`src/rtl/shift_reg_pkg.sv`:
```
// Definitions shared by the serial/parallel converters (SIPO and PISO):
// FSM encoding, bit-counter sizing and PISO defaults.
package shift_reg_pkg;

    typedef enum logic {
        IDLE  = 1'b0,
        SHIFT = 1'b1
    } state_t;

    // A counter that must hold 0..width inclusive.
    function automatic int cnt_width(input int width);
        return $clog2(width + 1);
    endfunction

    localparam int PISO_WIDTH_DEFAULT = 4;
    localparam bit PISO_LSB_FIRST     = 1'b1;

endpackage

```
`src/rtl/sipo_shift_core.sv`:
```
// WIDTH-bit serial-in shift register. New bits enter at index 1, so the
// first bit of a word ends up at index WIDTH once the word is complete.
module sipo_shift_core
    import shift_reg_pkg::*;
#(
    parameter int WIDTH = 4
) (
    input  logic             clk,
    input  logic             rst,
    input  logic             en,
    input  logic             restart,
    input  logic             sin,
    output logic [1:WIDTH]   word_next
);

    logic [1:WIDTH] q;

    // restart wins over en: a frame bit always begins a clean word
    always_comb begin
        word_next = q;
        if (restart) begin
            word_next = {sin, {(WIDTH - 1){1'b0}}};
        end else if (en) begin
            word_next = {sin, q[1:WIDTH-1]};
        end
    end

    always_ff @(posedge clk) begin
        if (rst) begin
            q <= '0;
        end else begin
            q <= word_next;
        end
    end

endmodule

```
`src/rtl/shift_reg_sipo.sv`:
```
// Serial-in parallel-out converter: framed bit capture, word assembly and a
// single-entry valid/ready output register with a sticky overrun flag.
module shift_reg_sipo
    import shift_reg_pkg::*;
#(
    parameter int WIDTH = 4
) (
    input  logic           clk,
    input  logic           rst,
    input  logic           sin,
    input  logic           sin_en,
    input  logic           frame,
    output logic [1:WIDTH] y,
    output logic           y_valid,
    input  logic           y_ready,
    output logic           busy,
    output logic           overrun
);

    localparam int            CW   = cnt_width(WIDTH);
    localparam logic [CW-1:0] LAST = CW'(WIDTH - 1);

    state_t          state;
    logic [CW-1:0]   count;
    logic            start;
    logic            shift;
    logic            complete;
    logic [1:WIDTH]  word_next;

    assign start    = sin_en & frame;
    assign shift    = (state == SHIFT) & sin_en & ~frame;
    assign complete = shift & (count == LAST);
    assign busy     = (state == SHIFT);

    sipo_shift_core #(
        .WIDTH (WIDTH)
    ) u_core (
        .clk       (clk),
        .rst       (rst),
        .en        (shift),
        .restart   (start),
        .sin       (sin),
        .word_next (word_next)
    );

    always_ff @(posedge clk) begin
        if (rst) begin
            state   <= IDLE;
            count   <= '0;
            y       <= '0;
            y_valid <= 1'b0;
            overrun <= 1'b0;
        end else begin
            if (start) begin
                state <= SHIFT;
                count <= CW'(1);
            end else if (shift) begin
                if (complete) begin
                    state <= IDLE;
                    count <= '0;
                end else begin
                    count <= count + CW'(1);
                end
            end

            // A finished word may enter y only if y is empty or being consumed now
            if (complete) begin
                if (!y_valid || y_ready) begin
                    y       <= word_next;
                    y_valid <= 1'b1;
                end else begin
                    overrun <= 1'b1;
                end
            end else if (y_valid && y_ready) begin
                y_valid <= 1'b0;
            end
        end
    end

endmodule

```
`config.mk`:
```
export PLATFORM = sky130hd
export DESIGN_NAME = shift_reg_sipo
export DESIGN_NICKNAME = d
export VERILOG_FILES = /design/src/rtl/shift_reg_pkg.sv /design/src/rtl/sipo_shift_core.sv /design/src/rtl/shift_reg_sipo.sv
export SDC_FILE = /design/constraint.sdc
export NUM_CORES = 1
export LEC_CHECK = 0
export BUFFER_PORTS_ARGS = -buffer_cell sky130_fd_sc_hd__buf_2
export CAP_MARGIN = 20
export CORE_MARGIN = 5
export CORE_UTILIZATION = 27
export CTS_CLUSTER_SIZE = 14
export DETAILED_ROUTE_END_ITERATION = 12
export PLACE_DENSITY = 0.49
export SYNTH_ARGS = -nofsm -noshare
export SYNTH_HDL_FRONTEND = slang
export SYNTH_SLANG_ARGS = --single-unit
```
`constraint.sdc`:
```
create_clock -name clk -period 1.4 [get_ports clk]
set_input_delay 0.14 -clock clk [delete_from_list [all_inputs] [get_ports clk]]
set_output_delay 0.14 -clock clk [all_outputs]
set_load 0.05 [all_outputs]
```
# After elaboration in Yosys (flattened, before gate mapping)
# Cells that the tools add are included.
op_classes:
  addsub: 1
  multipliers: 0
  div: 0
  order_cmp: 0
  eq_ne: 2
  n_shift: 0
  mux: 11
  bitwise: 6
  n_reduce_logical: 11
ops:
  columns: ["op", "count"]
  rows:
  - ["1-bit 2-to-1 mux", 8]
  - ["4-bit 2-to-1 mux", 2]
  - ["2-bit AND reduction", 4]
  - ["2-bit nonzero test", 3]
  - ["1-bit bitwise AND", 4]
  - ["3-bit by 1-bit adder with 3-bit output, second input constant", 1]
  - ["3-bit by 2-bit == test with 1-bit output, second input constant", 1]
  - ["3-bit 2-to-1 mux", 1]
  - ["2-bit by 1-bit != test with 1-bit output, second input constant", 1]
  - ["1-bit inverter", 2]
  - ["2-bit OR reduction", 1]
  - ["1-bit logical AND", 1]
  - ["1-bit zero test", 1]
  - ["1-bit logical OR", 1]
word_totals:
  register_bits: 14
  latchBits: 0
  ram_bits: 0
  rom_bits: 0
  inputBits: 6
  out_inout_bits: 7
  elab_cells: 38
  mem_count: 0

# Longest topological paths before layout
# Gate-level depths: netlist (run 1).
depth:
  ltp_word: 6
  depth_mapped: 5
  depth_no_buf: 5

# Modules after synthesis
# A second synthesis (run 1) with hierarchy kept.
unflattened:
  hier_cells: 65
  hier_area_um2: 651.9
modules_own_cells:
  columns: ["mod", "n_inst", "cells_per_inst", "area_per_inst_um2", "seq_area_each_um2"]
  rows:
  - ["shift_reg_sipo", 1, 48, 489.2, 200.2]
  - ["sipo_shift_core", 1, 17, 162.7, 80.1]

# Worst setup path before layout (run 1)
# No wires, ideal clock.
synth_path:
  kind: "flip-flop to flip-flop"
  startpoint: "reg state (netlist: busy)"
  endpoint: "reg y[2] in the netlist's numbering"
  setup_time_ps: 86
  arrival_ps: 1523
  required_ps: 1314
  slack_ps: -209
  stages_incl_launch_ff: 5
  n_path_buf: 0
  period_less_slack_ps: 1609
  cell_sequence: "dfxtp_1 -> nand2_2 -> nor4_4 -> nor2_1 -> a211oi_1"
synth_via:
  elab_chain_cells: 4
  elab_cells_between_ends: 6
  cone_classes: "2 x mux; 3 x bitwise; 1 x reduce/logical"
synth_rtl:
  columns: ["item", "line", "rtl"]
  rows:
  - ["from (decl)", "shift_reg_sipo.sv:23", "state_t state;"]
  - ["from (signal assigned)", "shift_reg_sipo.sv:48", "state <= IDLE;"]
  - ["from (signal assigned)", "shift_reg_sipo.sv:55", "state <= SHIFT;"]
  - ["from (signal assigned)", "shift_reg_sipo.sv:59", "state <= IDLE;"]
  - ["1-bit bitwise AND (*) (2 in a row)", "shift_reg_sipo.sv:31", "assign shift = (state == SHIFT) & sin_en & ~frame;"]
  - ["4-bit 2-to-1 mux / 1-bit bitwise AND (equally long branches)", "sipo_shift_core.sv:23, shift_reg_sipo.sv:32", null]
  - ["4-bit 2-to-1 mux / 2-bit AND reduction (equally long branches)", null, null]
  - ["to (signal assigned)", "shift_reg_sipo.sv:69", "y <= word_next;"]
  - ["to (decl)", "shift_reg_sipo.sv:13", "output logic [1:WIDTH] y,"]
# Mark *: on every way between the ends. The rest lies on a longest branch, timed or not.
# A chain may end at the register's enable or synchronous reset.

# Worst setup path after layout (run 1)
layout_path:
  startpoint: "reg state (netlist: busy)"
  endpoint: "reg y[1] in the netlist's numbering"
# Same word-level chain as after synthesis.

==> key figures, run 1 <==
Final layout
  • Layout area overhead: 32.5%
  • Util after Layout: 0.384
  • Diodes inserted: 0
  • # nets final: 88
  • Layout cells sized above 1: 0.388

Yosys
  • Gate count of the mapped netlist: 62
  • Synth unique cells: 22
  • EDFF count, synth: 0
  • Most used DFF post-synth: dfxtp_1
  • Synthesized flop and latch total: 14
  • Sequential area share after synthesis: 0.483
  • Ys async rst share: 0
  • Yosys top cell area share: 0.483
  • Mapped cell area: 581 um^2
  • Largest area contributor in the netlist: dfxtp_1
  • Syn_area_per_cell: 9.36 um^2
  • Yosys warning count: 0
  • Commonest cells post-synth: dfxtp_1 (14), nor2_1 (14), a21oi_1 (6)
  • Synth area leaders: dfxtp_1 (48%), nor2_1 (9.1%), a21oi_1 (5.2%)
  • Syn nets: 69

Floorplan
  • Die width: 56.4 um
  • Die footprint: 0.00318 mm^2
  • Chip Height: 56.4 um
  • Row Count: 16
  • IO Pins: 13
  • Starting Density: 0.290
  • Core Region: 0.00200 mm^2

Global route
  • First-pass GRT wire length: 2.28 mm
  • Gr ovfl total: 0
  • Largest net degree at the start of global routing: 15
  • Initial antenna violation count: 0
  • Global Route Usage Sum: 0.0922
  • Vias in the first global route: 538

Setup path
  • R2R setup slack: 0.13 ns
  • Crit Path Max Fanout: 9
  • Arrival @ worst endpoint: 1.44 ns
  • Reg2reg end: y[1]
  • Worst path required time: 1.57 ns
  • Setup Crit Path Kind: reg -> reg
  • Setup crit end kind: flop
  • Worst reg2reg path depth: 3
  • Startpoint Class: flop
  • R2R Path Start: busy

Detailed routing
  • Post-route DRC: 0
  • Detailed router's first-iteration violation count: 2
  • Max layer used: met4
  • Met1 WL: 593 um
  • WL per Instance: 12.8 um
  • Met2 wire len: 716 um
  • Routed Antenna Nets: 0
  • Drt pass-1 iters: 4
  • Vias: 535
  • Drt via density: 5.00
  • Total wire length: 1.37 mm
  • Met3 wire length: 24 um

Placed design
  • I/O Buffers: 12
  • Final HPWL DP: 946 um
  • RD Place Congestion: 0.699

CTS
  • Clock Tree Buf Depth: 2
  • Total CTS buffers: 3
  • CTS Root Cell: clkbuf_4
  • CTS sink cnt: 14
  • CTS H-tree lvls: 1
  • Clk_lat worst skew: 0.28 ns
  • TritonCTS clock tree: done
  • Hold buffer count at CTS: 0
  • Clock Pin Slew Worst Setup and Hold Paths: 0.09 ns

Timing
  • Endpoints failing setup: 0
  • Slew margin rel.: 0.734
  • Fmax: 0.785 GHz
  • Hold Vio Cnt, Final: 0
  • Setup TNS: 0 ns
  • RSZ-0062 raised after global routing: no
  • Max Slew Vio Count: 0
  • Worst-Margin Slew: 0.394 ns
  • Final min period: 1.27 ns
  • Skew final: 0.00110 ns
  • Crit share post-route: 0.910

Outcome
  • Status: completed

Run
  • Max_cap viols: 0

Hold path
  • HP Start: sin
  • Worst min-delay path endpoint: u_core.q[1]
  • Hold Path Class: in -> reg
  • Worst Hold Depth: 3

Pwr
  • Power per cell area: 1000 mW/mm^2
  • LEAKAGE: 0.304 nW
  • Peak VDD IR: 0.419 mV
-- critical path, stage by stage, from the launching register on --
cell,delay (ns)
dfxtp_2,0.37
o21ai_0,0.36
mux2i_1,0.32
a211oi_1,0.11
-- timing repair --
action | in CTS | in global routing
resized for setup | 4 | 5
pin swaps | 1 | 2
cloned | 0 | 0
buffers inserted | 2 | 2
endpoints found under the setup margin | 3 | 5
-- cell usage in the layout (no fill, tap or decap), drive strengths merged --
cell,count
a211oi,4
a32oi,1
nor3b,2
nor4,1
nand2,3
nor2,14
and3b,1
a32o,3
clkbuf,4
buf,16
a31oi,1
ha,1
nor2b,3
a21oi,6
mux2i,1
nand2b,1
o21ai,2
a22oi,1
dfxtp,14
inv,1
-- power by group --
group | internal (W) | switching [W] | total [W]
Combinational | 0.0000199 | 0.0000388 | 0.0000587
Sequential | 0.000405 | 0.00000853 | 0.000413
Clock | 0.000158 | 0.000141 | 0.000299
-- sequential cells by signal, indices dropped and copies added, names as in the netlist --
signal	count
u_core.q	4
busy	1
count	3
overrun	1
y	4
y_valid	1
-- metrics by stage --
stage                     instance area (um^2)  cells  setup WS (ns)  hold WS, ns  total power, W
after CTS                                  728    105        0.00435        0.138        0.000776
after floorplan                            582     62        0.00719        0.213        0.000458
final                                      769    107          0.125        0.135        0.000771
after global placement                     664     99         0.0680        0.436        0.000477
after global routing                       769    107        0.00571        0.144        0.000809
after detailed placement                   664     99        0.00986        0.440        0.000479
-- final cells by class --
type | instances | area (um^2)
clock buffer | 4 | 36.3
fill | 213 | 1230
inverter | 1 | 3.75
multi-input combinational | 45 | 315
sequential | 14 | 287
tap | 27 | 33.8
timing repair buffer | 16 | 93.8
-- how the worst max path moves through the flow --
stage,start,end,slack [ns],cells after the start
floorplan,y_valid,y[2],0.007,4
global placement,count[0],y[2],0.07,5
detailed placement,count[0],y[1],0.01,5
CTS,count[0],y[4],0.004,6
global route,count[0],count[0],0.006,5
finish,busy,y[1],0.13,3
-- logic make-up (layout without fill, tap and decap cells) --
| family | Yosys count | count (layout) | synth area share |
|---|---|---|---|
| muxes | 1 | 1 | 0.0172 |
| and+or+nand+nor | 25 | 25 | 0.241 |
| adders and majority gates | 1 | 1 | 0.0215 |
| buffers and inverters | 3 | 21 | 0.0259 |
| DFF | 14 | 14 | 0.483 |
| AOI/OAI and AO/OA | 18 | 18 | 0.211 |
-- layer usage --
layer | vias up | global-route usage
met2 | 8 | 0.157
met1 | 261 | 0.101
met3 | 4 | 0.0206
li1 | 262 | -
met4 | 0 | 0.0610
met5 | - | 0
(Power assumes the default switching activity.)
==> inputs of run 2 (changes only) <==
CORE_AREA = 5 5 42 44   (was not set)
CORE_MARGIN = not set   (was 5)
CORE_UTILIZATION = not set   (was 27)
DIE_AREA = 0 0 47 49   (was not set)
PLACE_DENSITY = 0.73   (was 0.49)
==> key figures, run 2 (synthesized netlist as in run 1, its figures left out) <==
Floorplan
  • IO Pins: 13 (unchanged)
  • Row Count: 14 (-2)
  • Die width: 47 um (-17%)
  • Die footprint: 0.00230 mm^2 (-28%)
  • Chip Height: 49 um (-13%)
  • Starting Density: 0.414 (+0.124)
  • Core Region: 0.00140 mm^2 (-30%)

Global route
  • Global Route Usage Sum: 0.111 (+0.0190)
  • Vias in the first global route: 403 (-25%)
  • Largest net degree at the start of global routing: 15 (unchanged)
  • Grt met2 use: 0.140 (-0.0167)
  • Met3 usage in global routing: 0.0221 (+0.00150)
  • GR Util met1: 0.145 (+0.0437)
  • Gr ovfl total: 0 (unchanged)
  • First-pass GRT wire length: 1.76 mm (-23%)
  • Initial antenna violation count: 0 (unchanged)
  • Global routing's busiest layer: met1

Timing
  • Slew margin rel.: 0.745 (+0.0102)
  • Final worst slack: 0.0688 ns (-0.0566 ns)
  • Max Slew Vio Count: 0 (unchanged)
  • Crit share post-route: 0.951 (+0.0404)
  • Final min period: 1.33 ns (+0.0566 ns)
  • Worst-Margin Slew: 0.380 ns (-0.0139 ns)
  • Endpoints failing setup: 0 (unchanged)
  • Fmax: 0.751 GHz (-4.3%)
  • Skew final: 0.00420 ns (+0.00310 ns)
  • RSZ-0062 raised after global routing: yes
  • Hold Vio Cnt, Final: 0 (unchanged)

Placed design
  • Placed instance area: 651 um^2 (-2.1%)
  • Setup WS pre-CTS: 0.0428 ns (+0.0330 ns)
  • I/O Buffers: 12 (unchanged)
  • RD Place Congestion: 0.767 (+9.6%)
  • Final HPWL DP: 820 um (-13%)

Final layout
  • Largest registers: u_core.q x4, y x4, count x3
  • Multi-input gate area: 310 um^2 (-1.6%)
  • Final Cell Area: 732 um^2 (-4.9%)
  • # nets final: 86 (-2.3%)
  • Diodes inserted: 0 (unchanged)
  • Layout cells sized above 1: 0.359 (-0.0285)
  • Layout area overhead: 26.1%
  • # fillers: 136 (-36%)
  • Most frequent cells in the layout: nor2_1 (14), buf_2 (12), dfxtp_1 (11), a21oi_1 (6)
  • Commonest non-fill, non-tap cell in the layout: nor2_1
  • Register Area: 287 um^2 (unchanged)

Setup path
  • Critical path cell sequence: ha_4, nand2b_4, nor4_4, buf_4, a211oi_1
  • Worst reg2reg path depth: 5 (+2)
  • Setup Crit Path Kind: reg -> reg
  • Worst path max stage delay: 0.40 ns (+0.03 ns)
  • Startpoint Class: flop
  • Reg2reg end: y[3]
  • R2R setup slack: 0.07 ns (-0.06 ns)
  • R2R Path Start: count[1]
  • Crit Path Max Fanout: 7 (-2)
  • Arrival @ worst endpoint: 1.51 ns (+0.07 ns)
  • Critical Path End: y[3]
  • Setup crit end kind: flop
  • Slowest-stage cell, CP: nor4_4
  • Worst Path Buf+Inv: 1 (+1)
  • Worst path required time: 1.57 ns (about the same)
  • Top Family by Delay on Critical Path: simple AND/OR/NAND/NOR gates
  • Crit path from: count[1]
  • WP depth: 5 (+2)

Pwr
  • Power per cell area: 1040 mW/mm^2 (+3.8%)
  • Internal Power: 0.000583 W (about the same)
  • Clock power frac: 0.384 (-0.004)
  • LEAKAGE: 0.295 nW (-2.9%)
  • Sequential Power Share: 0.542 (+0.006)
  • Gate power share: 0.074 (-0.002)
  • Peak VDD IR: 0.585 mV (+40%)
  • Net switching power: 0.000178 W (-5.1%)
  • Sw Ratio: 0.234 (-0.00960)

CTS
  • Clock Pin Slew Worst Setup and Hold Paths: 0.08 ns (about the same)
  • Clock Tree Buf Depth: 2 (unchanged)
  • Hold buffer count at CTS: 0 (unchanged)
  • Clk_lat worst skew: 0.29 ns (about the same)
  • CTS Root Cell: clkbuf_4
  • Total CTS buffers: 3 (unchanged)
  • TritonCTS clock tree: done
  • CTS sink cnt: 14 (unchanged)
  • CTS H-tree lvls: 1 (unchanged)

Detailed routing
  • Routed Antenna Nets: 0 (unchanged)
  • WL per Instance: 12.0 um (-6.5%)
  • Detailed router's first-iteration violation count: 11 (+9)
  • Drt via density: 5.22 (+4.5%)
  • Total wire length: 1.12 mm (-18%)
  • Post-route DRC: 0 (unchanged)
  • Vias: 491 (-8.2%)
  • Drt pass-1 iters: 4 (unchanged)

Hold path
  • Hold Path Class: in -> reg

Outcome
  • Status: completed

Run
  • Max_cap viols: 0 (unchanged)
[run 2: cell types whose count changed in the layout (fill, tap and decap cells not counted)]
cell      previous run  this run
a211oi_1             2         3
buf_4                3         2
a211oi_2             2         1
buf_6                1         0
[run 2: through the flow]
| stage | total power, W | cells | TNS [ns] | utilization | hold slack, ns |
|---|---|---|---|---|---|
| floorplan | 0.000458 | 62 | 0 | - | 0.213 |
| global placement | 0.000475 | 88 | 0 | 0.464 | 0.426 |
| detailed placement | 0.000476 | 88 | 0 | 0.464 | 0.438 |
| CTS | 0.000769 | 92 | 0 | 0.490 | 0.135 |
| global route | 0.000805 | 94 | -0.0433 | 0.522 | 0.146 |
| finish | 0.000761 | 94 | 0 | 0.522 | 0.135 |
[run 2: worst min path at each step]
stage / from / depth (start not counted) / slack [ns] / to
after global routing: sin / 3 / 0.15 / u_core.q[1]
after global placement: sin / 3 / 0.43 / u_core.q[1]
after floorplan: rst / 1 / 0.21 / y[2]
after CTS: sin / 3 / 0.13 / u_core.q[1]
final: sin / 3 / 0.13 / u_core.q[1]
after detailed placement: sin / 3 / 0.44 / u_core.q[1]
[run 2: area by class of cell]
class / count / share of cell area
multi-input cells: 45 / 0.424
flip-flops and latches: 14 / 0.391
repair buffers: 14 / 0.103
clock buffers: 4 / 0.0496
well taps: 16 / 0.0274
inverters: 1 / 0.00513
[run 2: layer usage]
layer,wire [um],part of all wire
met4,35,0.031
met5,0,0
met2,492,0.44
met1,534,0.48
met3,62,0.055
[run 2: power groups by stage]
| stage | combinational [W] | sequential (W) | clock (W) |
|---|---|---|---|
| after floorplan | 0.0000312 | 0.000426 | 0 |
| after global placement | 0.0000545 | 0.000421 | 0 |
| after detailed placement | 0.0000546 | 0.000421 | 0 |
| after CTS | 0.0000550 | 0.000412 | 0.000302 |
| after global routing | 0.0000611 | 0.000415 | 0.000330 |
| final | 0.0000562 | 0.000413 | 0.000292 |
[run 2: repair_timing]
item                                    4_1_cts  5_1_grt
gates resized for setup                       0        7
buffers inserted                              0        2
endpoints found under the setup margin        0        4
[run 2: worst register-to-register path: cells and delay by family, from the launching register on]
kind	cells	cell delay (ns)
AOI/OAI and AO/OA	1	0.06
DFF	1	0.36
and+or+nand+nor	2	0.46
adders and majority gates	1	0.15
buffers and inverters	1	0.19
